==> src/rtl/microcode_decoder_pkg.sv <==
// Shared definitions for the microcode sequencer and decoder: microstep codes,
// bus/ALU encodings, register-load bit positions and the control-word record.
package microcode_decoder_pkg;

   localparam int SM_FETCH0  = 1;
   localparam int SM_FETCH1  = 2;
   localparam int SM_FETCH2  = 3;
   localparam int SM_LD_DR   = 10;
   localparam int SM_INC_AR  = 11;
   localparam int SM_ALU_ADD = 20;
   localparam int SM_ALU_AND = 21;
   localparam int SM_ALU_NOT = 22;
   localparam int SM_ST_AC   = 30;
   localparam int SM_LD_R1   = 31;
   localparam int SM_INC_R1  = 32;
   localparam int SM_LD_R2   = 33;
   localparam int SM_LD_TR   = 34;
   localparam int SM_JMP     = 35;
   localparam int SM_NOP     = 56;
   localparam int SM_HALT    = 57;
   localparam int SM_FIRST   = 1;
   localparam int SM_LAST    = 59;

   localparam logic [3:0] BUS_NONE = 4'd0;
   localparam logic [3:0] BUS_AR   = 4'd1;
   localparam logic [3:0] BUS_PC   = 4'd2;
   localparam logic [3:0] BUS_DR   = 4'd3;
   localparam logic [3:0] BUS_AC   = 4'd4;
   localparam logic [3:0] BUS_IR   = 4'd5;
   localparam logic [3:0] BUS_R1   = 4'd6;
   localparam logic [3:0] BUS_R2   = 4'd7;
   localparam logic [3:0] BUS_TR   = 4'd8;
   localparam logic [3:0] BUS_MEM  = 4'd9;

   localparam int LD_AR = 0;
   localparam int LD_PC = 1;
   localparam int LD_DR = 2;
   localparam int LD_IR = 3;
   localparam int LD_R1 = 4;
   localparam int LD_R2 = 5;
   localparam int LD_TR = 6;
   localparam int LD_AC = 7;

   localparam int INC_PC = 0;
   localparam int INC_AR = 1;
   localparam int INC_R1 = 2;

   localparam logic [2:0] ALU_PASS = 3'd0;
   localparam logic [2:0] ALU_ADD  = 3'd1;
   localparam logic [2:0] ALU_SUB  = 3'd2;
   localparam logic [2:0] ALU_AND  = 3'd3;
   localparam logic [2:0] ALU_OR   = 3'd4;
   localparam logic [2:0] ALU_XOR  = 3'd5;
   localparam logic [2:0] ALU_NOT  = 3'd6;
   localparam logic [2:0] ALU_SHL  = 3'd7;

   typedef struct packed {
      logic [3:0] bus_sel;
      logic [7:0] ld_en;
      logic [2:0] inc_en;
      logic [2:0] alu_op;
      logic       mem_read;
      logic       mem_write;
      logic       alu_we;
   } ctrl_word_t;

   localparam ctrl_word_t CTRL_NOP = '0;

   typedef enum logic {
      ST_RUN    = 1'b0,
      ST_HALTED = 1'b1
   } dec_state_t;

   function automatic logic [7:0] ld_bit(input int idx);
      return 8'b1 << idx;
   endfunction

   function automatic logic [2:0] inc_bit(input int idx);
      return 3'b1 << idx;
   endfunction

endpackage

==> src/rtl/microcode_decoder_rom.sv <==
// Combinational microstep-code to control-word lookup; valid marks codes that
// belong to the table (1..59). Unlisted codes inside that range decode as NOP.
module microcode_rom
   import microcode_decoder_pkg::*;
#(
   parameter int SM_SIG_LEN = 6
) (
   input  logic [SM_SIG_LEN-1:0] code,
   output ctrl_word_t            word,
   output logic                  valid
);

   always_comb begin
      word  = CTRL_NOP;
      valid = (int'(code) >= SM_FIRST) && (int'(code) <= SM_LAST);
      case (int'(code))
         SM_FETCH0:  begin word.bus_sel = BUS_PC;  word.ld_en = ld_bit(LD_AR); end
         SM_FETCH1:  begin word.mem_read = 1'b1;   word.inc_en = inc_bit(INC_PC); end
         SM_FETCH2:  begin word.bus_sel = BUS_MEM; word.ld_en = ld_bit(LD_IR); end
         SM_LD_DR:   begin word.bus_sel = BUS_MEM; word.ld_en = ld_bit(LD_DR); word.mem_read = 1'b1; end
         SM_INC_AR:  word.inc_en = inc_bit(INC_AR);
         SM_ALU_ADD: begin word.bus_sel = BUS_DR; word.alu_op = ALU_ADD; word.ld_en = ld_bit(LD_AC); word.alu_we = 1'b1; end
         SM_ALU_AND: begin word.bus_sel = BUS_DR; word.alu_op = ALU_AND; word.ld_en = ld_bit(LD_AC); word.alu_we = 1'b1; end
         SM_ALU_NOT: begin word.alu_op = ALU_NOT; word.ld_en = ld_bit(LD_AC); word.alu_we = 1'b1; end
         SM_ST_AC:   begin word.bus_sel = BUS_AC; word.mem_write = 1'b1; end
         SM_LD_R1:   begin word.bus_sel = BUS_AC; word.ld_en = ld_bit(LD_R1); end
         SM_INC_R1:  word.inc_en = inc_bit(INC_R1);
         SM_LD_R2:   begin word.bus_sel = BUS_R1; word.ld_en = ld_bit(LD_R2); end
         SM_LD_TR:   begin word.bus_sel = BUS_DR; word.ld_en = ld_bit(LD_TR); end
         SM_JMP:     begin word.bus_sel = BUS_IR; word.ld_en = ld_bit(LD_PC); end
         default:    word = CTRL_NOP;
      endcase
   end

endmodule

==> src/rtl/microcode_decoder.sv <==
// Registered microcode decoder: control word one cycle after the code, sticky
// halt/illegal flags, ALU zero flag capture and a retired-fetch counter.
module microcode_decoder
   import microcode_decoder_pkg::*;
#(
   parameter int SM_SIG_LEN = 6,
   parameter int CNT_LEN    = 16
) (
   input  logic                  clk,
   input  logic                  reset,
   input  logic                  start,
   input  logic [SM_SIG_LEN-1:0] smInput,
   input  logic                  aluZero,
   output logic [3:0]            busSel,
   output logic [7:0]            ldEn,
   output logic [2:0]            incEn,
   output logic [2:0]            aluOp,
   output logic                  memRead,
   output logic                  memWrite,
   output logic                  z_in,
   output logic                  halted,
   output logic                  illegal,
   output logic [CNT_LEN-1:0]    instrCount,
   output dec_state_t            fsm_state
);

   dec_state_t   state, state_next;
   ctrl_word_t   rom_word, word_next, ctrl_q;
   logic         rom_valid;
   logic         run, halt_now, fetch_now, bad_now, z_load;

   microcode_rom #(.SM_SIG_LEN(SM_SIG_LEN)) u_rom (
      .code  (smInput),
      .word  (rom_word),
      .valid (rom_valid)
   );

   always_ff @(posedge clk) begin
      if (!reset) state <= ST_RUN;
      else        state <= state_next;
   end

   // Halt wins over a pending aluWe so the flag freezes on the halting edge.
   always_comb begin
      state_next = state;
      word_next  = CTRL_NOP;
      run        = start && (state == ST_RUN);
      halt_now   = run && (int'(smInput) == SM_HALT);
      fetch_now  = run && (int'(smInput) == SM_FETCH2);
      bad_now    = run && !rom_valid;
      z_load     = run && !halt_now && ctrl_q.alu_we;
      if (run && rom_valid) word_next = rom_word;
      case (state)
         ST_RUN:    if (halt_now) state_next = ST_HALTED;
         ST_HALTED: state_next = ST_HALTED;
         default:   state_next = ST_RUN;
      endcase
   end

   always_ff @(posedge clk) begin
      if (!reset) begin
         ctrl_q     <= CTRL_NOP;
         z_in       <= 1'b0;
         illegal    <= 1'b0;
         instrCount <= '0;
      end else begin
         ctrl_q <= word_next;
         if (z_load)    z_in       <= aluZero;
         if (bad_now)   illegal    <= 1'b1;
         if (fetch_now) instrCount <= instrCount + 1'b1;
      end
   end

   assign busSel    = ctrl_q.bus_sel;
   assign ldEn      = ctrl_q.ld_en;
   assign incEn     = ctrl_q.inc_en;
   assign aluOp     = ctrl_q.alu_op;
   assign memRead   = ctrl_q.mem_read;
   assign memWrite  = ctrl_q.mem_write;
   assign halted    = (state == ST_HALTED);
   assign fsm_state = state;

endmodule

==> config.mk <==
export PLATFORM = sky130hd
export DESIGN_NAME = microcode_decoder
export DESIGN_NICKNAME = d
export VERILOG_FILES = /design/src/rtl/microcode_decoder_pkg.sv /design/src/rtl/microcode_decoder_rom.sv /design/src/rtl/microcode_decoder.sv
export SDC_FILE = /design/constraint.sdc
export NUM_CORES = 1
export LEC_CHECK = 0
export ABC_AREA = 1
export CAP_MARGIN = 10
export CORE_MARGIN = 4
export CORE_UTILIZATION = 30
export CTS_BUF_LIST = sky130_fd_sc_hd__clkbuf_4
export CTS_CLUSTER_DIAMETER = 150
export DETAILED_ROUTE_END_ITERATION = 6
export HOLD_SLACK_MARGIN = 0.05
export MAX_ROUTING_LAYER = met4
export PLACE_DENSITY = 0.58
export SLEW_MARGIN = 40
export SYNTH_ARGS = -nofsm -noshare
export SYNTH_HDL_FRONTEND = slang
export SYNTH_HIERARCHICAL = 1
export SYNTH_SLANG_ARGS = --single-unit
==> constraint.sdc <==
create_clock -name clk -period 2.4 [get_ports clk]
set_input_delay 0.48 -clock clk [delete_from_list [all_inputs] [get_ports clk]]
set_output_delay 0.48 -clock clk [all_outputs]
set_load 0.01 [all_outputs]
==> results of run 1 <==
==> tightest hold or removal path: cells and delay by family, from the launching register on <==
kind            cells  cell delay (ns)
flops               1             0.33
simple gates        1             0.06
compound gates      1             0.05
==> metal layers <==
layer | up-vias | wire, um | track usage (%) | part of all wire, %
met5 | - | 0 | - | 0
met4 | 0 | 68 | 4.703 | 1.5
met3 | 6 | 244 | 3.117 | 5.2
met2 | 47 | 2244 | 20.86 | 48
met1 | 848 | 2121 | 14.21 | 45
li1 | 1005 | - | - | -
==> synth_stat cells (3+ instances only) <==
cell / number
nor2_1: 65
inv_1: 62
nand2_1: 51
dfxtp_1: 40
buf_4: 20
nand3_1: 17
nand4_1: 10
a21oi_1: 8
nor2_2: 7
nor2_4: 6
o21ai_0: 6
inv_2: 4
nand2_2: 3
nand3_2: 3
==> flip-flops by register name, summed over array words and instances (netlist names) <==
signal	cells
aluOp	3
busSel	4
ctrl_q	1
fsm_state	1
illegal	1
incEn	3
instrCount	16
ldEn	8
memRead	1
memWrite	1
z_in	1
==> kinds of logic after synthesis <==
logic type                 after synthesis  share of synthesized area [%]
buffers and inverters                   88                          19.20
and+or+nand+nor                        166                          36.62
DFF                                     40                          37.80
adders and majority gates                1                         0.5906
xor gates and xnor gates                 1                         0.4135
AOI/OAI and AO/OA                       20                          5.375
==> worst paths after layout <==
check,start,endpoint,slack (ns)
worst min-delay path,z_in,z_in,0.48
worst min register to register,z_in,z_in,0.48
worst max register to register,instrCount[0],instrCount[10],0.90
worst max-delay path,instrCount[2],instrCount[2],0.48
==> power by group <==
| group | internal (mW) | switching [mW] | leakage, nW | total, mW |
|---|---|---|---|---|
| logic | 0.0383 | 0.0584 | 0.703 | 0.0968 |
| registers | 0.666 | 0.00128 | 0.322 | 0.668 |
| clock network | 0.102 | 0.208 | 0.0261 | 0.311 |
| total | 0.807 | 0.268 | 1.05 | 1.08 |
==> cell type report <==
cell class | count | area (sq um)
clock buffers | 5 | 37.54
clock inverters | 2 | 7.507
fillers | 760 | 4182
inverters | 66 | 247.7
multi-input cells | 188 | 910.9
flip-flops and latches | 40 | 800.8
well taps | 96 | 120.1
repair buffers | 52 | 525.5
==> results.md, run 1 <==
- Number of flops mapped to enable cells by yosys: 0
- Distinct cells, synth: 25
- Hold_ws: roughly 0.48 ns
- Finish-stage setup viols: 0
- Maximum vdd drop: ~120 uV
- CTS Buffer Depth: 2
- Commonest non-fill, non-tap cell in the layout: nor2_1
- Syn. warnings: 6
- Starting density of the core: a little under a third
- Final period util: 80.15%
- GP Congestion: between 0.8 and 0.9
- Max Cap Violations: 0
- Outcome: finished, final reports clean
- Initial DRC Count: 42
- Leading area contributor after synthesis: dfxtp_1
- Critical-path top delay cell: clkdlybuf4s50_1
- P_leak: ~1.1 nW
- Area delta synth->final: 25.10%
- Clock Latency Late Sink: approximately 0.35 ns
- Synth Cell Area: 0.002118 sq mm
- DR vias: between 1500 and 2000
- Fmax: 0.5199 GHz
- CP startpoint kind: flip-flop
- Post-CTS Hold Buffers: 0
- Max-slew violation count: 0
- Min Tclk post-route: around 1.9 ns
- Synth Instances: ~320
- Syn_area_per_cell: 6.703 sq um
- Num ports: 50
- CTS Buf Count: 5
- Post-Layout Inst Area: 0.002650 sq mm
- Die area: about 0.0085 sq mm
- Routed length per instance: between 10 and 15 um
- Clock skew: ~0.0095 ns
- Congestion Overflow GR: 0
- Largest net degree at the start of global routing: 22
- Post-Place Setup Slack: between 0.2 and 0.3 ns
- Worst Tran Pin Value: ~0.37 ns
- Flops & latches, synth: 40
- Share of the synthesized area in the top cell type: between 30% and 40%
- Residual DRC count: 0
- PwrDens: between 400 and 500 mW/mm^2
- Area after DPL: between 0.002 and 0.003 sq mm
- Total Routing Usage GR: between 10% and 20%
- Placed cells: 442
- Worst path bufs/invs: 1
- Max FO, Critical Path: 6
- Die Width: 92.03 um
- Share of cells above drive strength 1: around 9.6%
- CP peak stage delay: about 0.6 ns
- Critical Path AT: about 1.4 ns
- Chip height: just over 90 um
- Post-layout utilization of the core: 38.79%
- Hold Vio Cnt, Final: 0
- First-pass GRT wire length: between 8000 and 9000 um
- Initial antenna violation count: 0
- # diodes: 0
- Final net count: around 360
- Rows: 30
- Total Power: approximately 1.1 mW
- Detail Route Antenna Nets: 0
- CP Class: flip-flop to output pin
- DR vias/cell: about 4.2
- Dpl hpwl: around 3600 um
- Class of the most critical hold timing path: flip-flop to flip-flop
- Clk sink count: 40
- Critical path's top delay family: buffers and inverters
- Most frequent cells in the layout: 65 x nor2_1, 62 x inv_1, 51 x nand2_1
- Setup WS post-layout: 0.4765 ns
- Critical-path cell list: clkdlybuf4s50_1
- Vias in the first global route: around 1900
- Post-synthesis sequential area ratio: 37.80%
- Slew headroom: about three quarters
- Core Area: 0.006832 sq mm
- Total stage count of the critical path: 1
- Async SR Flop Fraction: 0%
- Critical Path Sink Type: output pin
- CTS tree: built
- Worst path required time: between 1.5 and 2 ns
- 1st-pass router iterations: 4
- Setup TNS: 0 ns
- Mapped Nets: 327
- Clk slew on worst S/H paths: approximately 0.12 ns
- Resized cells post-CTS: 0
- Post-CTS setup buffers: 0
- Area contributors post-synth: dfxtp_1 38%, nor2_1 12%, inv_1 11%, nand2_1 9.0%, buf_4 7.1%
- Clock root buffer: clkbuf_4
- Ys flop type: dfxtp_1
- CTS H-tree lvls: 2
- Post-Route WL: approximately 4700 um
- Hold Path Depth: 2
- R2R cell count: 8
- RSZ-0062 raised after global routing: false
- Number of buffers added on ports: between 40 and 50
- Post-route insts no fill: roughly 450
Note: power is estimated with default switching activity, not from simulation.
==> run 2: changes to the inputs <==
==> constraint.sdc (replaced) <==
create_clock -name clk -period 1.83 [get_ports clk]
set_input_delay 0.366 -clock clk [delete_from_list [all_inputs] [get_ports clk]]
set_output_delay 0.366 -clock clk [all_outputs]
set_load 0.01 [all_outputs]
==> results.md, run 2 (synthesized netlist as in run 1, its figures left out) <==
- Residual DRC count: 0 (unchanged)
- Clk slew on worst S/H paths: 0.11 ns (about the same)
- Final period util: between 90% and 100%
- Max FO, Critical Path: 6 (unchanged)
- Post-Route WL: 4784 um (+2.3%)
- Hold Vio Cnt, Final: 0 (unchanged)
- Share of cells above drive strength 1: 15.36% (+5.7 points)
- Placed cells: 459 (+3.8%)
- Post-route insts no fill: 467 (+4.0%)
- 1st-pass router iterations: 4 (unchanged)
- Critical-path cell list: clkdlybuf4s50_1
- Maximum vdd drop: 237.3 uV (+99%)
- Worst Hold End: z_in
- Chip height: 92.03 um (unchanged)
- CP Launch Point: instrCount[8]
- Rows: 30 (unchanged)
- Worst path required time: 1.46 ns (-0.46 ns)
- Max Cap Violations: 0 (unchanged)
- Max-slew violation count: 0 (unchanged)
- Clock root buffer: clkbuf_4
- Core Area: 0.006832 sq mm (unchanged)
- Clock Latency Late Sink: 0.37 ns (+0.02 ns)
- PwrDens: 530.2 mW/mm^2 (+31%)
- CTS Buf Count: 5 (unchanged)
- Critical hold path startpoint: z_in
- Vias in the first global route: 1809 (-2.8%)
- DR vias/cell: 4.225 (-0.47%)
- Congestion Overflow GR: 0 (unchanged)
- CP peak stage delay: 0.58 ns (-0.02 ns)
- CP Class: flip-flop to output pin
- Dpl hpwl: 3788 um (+4.6%)
- Number of buffers added on ports: 49 (unchanged)
- Initial DRC Count: 38 (-9.5%)
- Worst Tran Pin Value: 0.3012 ns (-0.06680 ns)
- Combinational share of power: 10.2% (+1.2 points)
- Worst path bufs/invs: 1 (unchanged)
- Total Routing Usage GR: 12.05% (-0.35 points)
- Critical path's top delay family: buffers and inverters
- Commonest non-fill, non-tap cell in the layout: nor2_1
- Outcome: finished, final reports clean
- RSZ-0062 raised after global routing: false
- Setup TNS: 0 ns (unchanged)
- # diodes: 0 (unchanged)
- Min Tclk post-route: between 1.5 and 2 ns
- Fmax: between 0.5 and 0.6 GHz
- Final net count: 381 (+4.7%)
- Critical-path top delay cell: clkdlybuf4s50_1
- Initial antenna violation count: 0 (unchanged)
- CTS tree: built
- Clock skew: 0.01981 ns (+0.01036 ns)
- P_leak: 1.134 nW (+7.9%)
- Critical Path Sink Type: output pin
- Class of the most critical hold timing path: flip-flop to flip-flop
- Sw Ratio: 26.47% (+1.5 points)
- Detail Route Antenna Nets: 0 (unchanged)
- Total Power: 1.481 mW (+38%)
- Num ports: 50 (unchanged)
- DR vias: 1973 (+3.5%)
- Starting density of the core: 31.01% (unchanged)
- GP Congestion: 0.8573 (-2.5%)
- Routed length per instance: 10.24 um (-1.7%)
- CTS H-tree lvls: 2 (unchanged)
- First-pass GRT wire length: 8024 um (-2.9%)
- Max FFs per register: 16 (unchanged)
- CP startpoint kind: flip-flop
- Largest net degree at the start of global routing: 22 (unchanged)
- Die Width: 92.03 um (unchanged)
- Post-CTS Hold Buffers: 0 (unchanged)
- Finish-stage setup viols: 0 (unchanged)
- Worst R2R End: instrCount[10]
- Clk sink count: 40 (unchanged)
- Sequential share of power: 59.1% (-3.0 points)
- Most frequent cells in the layout: 65 x nor2_1, 62 x inv_1, 51 x nand2_1
- Largest register by flop count: instrCount
- NetSw: 0.3921 mW (+46%)
- Die area: 0.008470 sq mm (unchanged)
- Critical Path AT: 1.38 ns (-0.06 ns)
- Area delta synth->final: 31.90%
- Reg-to-reg slack, setup: 0.38 ns (-0.52 ns)
- CTS Buffer Depth: 2 (unchanged)
- Clock share of power: 30.6% (+1.7 points)
- Launching point of the worst reg2reg path: instrCount[1]
- Slew headroom: 79.86% (+4.5 points)
- Internal power: 1.089 mW (+35%)
- R2R cell count: 8 (unchanged)
- Hold Path Depth: 2 (unchanged)
## run 2: changes by cell type in the layout (fill, tap and decap cells not counted), sizes merged
cell | before | now
clkinv | 2 | 1
buf | 3 | 20
clkinvlp | 0 | 2
## run 2: worst register-to-register path, stage by stage (launching register included)
cell	delay, ns
dfxtp_1	0.43
ha_1	0.27
nand3_2	0.11
nor2_4	0.14
inv_1	0.06
nor2_2	0.12
nand2_1	0.08
nor2_1	0.10
nor2_1	0.05
## run 2: power by group through the flow
stage / combinational [mW] / clock [mW] / sequential, mW
after CTS: 0.153 / 0.475 / 0.876
after detailed placement: 0.152 / 0 / 0.896
after floorplan: 0.0668 / 0 / 0.896
final: 0.151 / 0.454 / 0.876
after global routing: 0.167 / 0.515 / 0.877
after global placement: 0.152 / 0 / 0.896
## run 2: final cells by class
| class | instances | area (sq um) |
|---|---|---|
| Timing Repair Buffer | 69 | 653.1 |
| Fill cell | 779 | 4038 |
| Multi-Input combinational cell | 188 | 910.9 |
| Clock inverter | 3 | 18.77 |
| Sequential cell | 40 | 805.8 |
| Clock buffer | 5 | 37.54 |
| Inverter | 66 | 247.7 |
| Tap cell | 96 | 120.1 |
## run 2: worst max path at each step
| stage | end | slack [ns] | cells after the start |
|---|---|---|---|
| 6_report | instrCount[8] | 0.08 | 1 |
| 5_1_grt | instrCount[9] | 0.02 | 1 |
| 3_3_place_gp | instrCount[7] | -0.12 | 10 |
| 4_1_cts | instrCount[3] | 0.006 | 1 |
| 2_1_floorplan | aluOp[2] | 0.45 | 7 |
| 3_5_place_dp | instrCount[7] | -0.13 | 10 |
## run 2: timing repair
| item | CTS | global route |
|---|---|---|
| buffers inserted | 0 | 0 |
| pin swaps | 0 | 0 |
| resized for setup | 1 | 3 |
| setup endpoints to repair | 1 | 3 |
## run 2: layer usage
| metal | wire [um] | GRT usage, % | vias to the layer above |
|---|---|---|---|
| met4 | 68 | 4.208 | 0 |
| met2 | 2306 | 20.44 | 41 |
| met3 | 169 | 3.117 | 8 |
| li1 | - | - | 1037 |
| met1 | 2240 | 13.77 | 887 |
| met5 | 0 | - | - |
## run 2: metrics by stage
step / setup slack (ns) / cell area [sq um] / hold slack, ns / utilization [%]
2_1_floorplan: 0.4548 / 2118 / 0.4742 / -
3_3_place_gp: -0.1241 / 2733 / 0.4558 / 40.00
3_5_place_dp: -0.1252 / 2733 / 0.4618 / 40.00
4_1_cts: 0.005725 / 2790 / 0.4786 / 40.84
5_1_grt: 0.01930 / 2794 / 0.5153 / 40.90
6_report: 0.08179 / 2794 / 0.4726 / 40.90
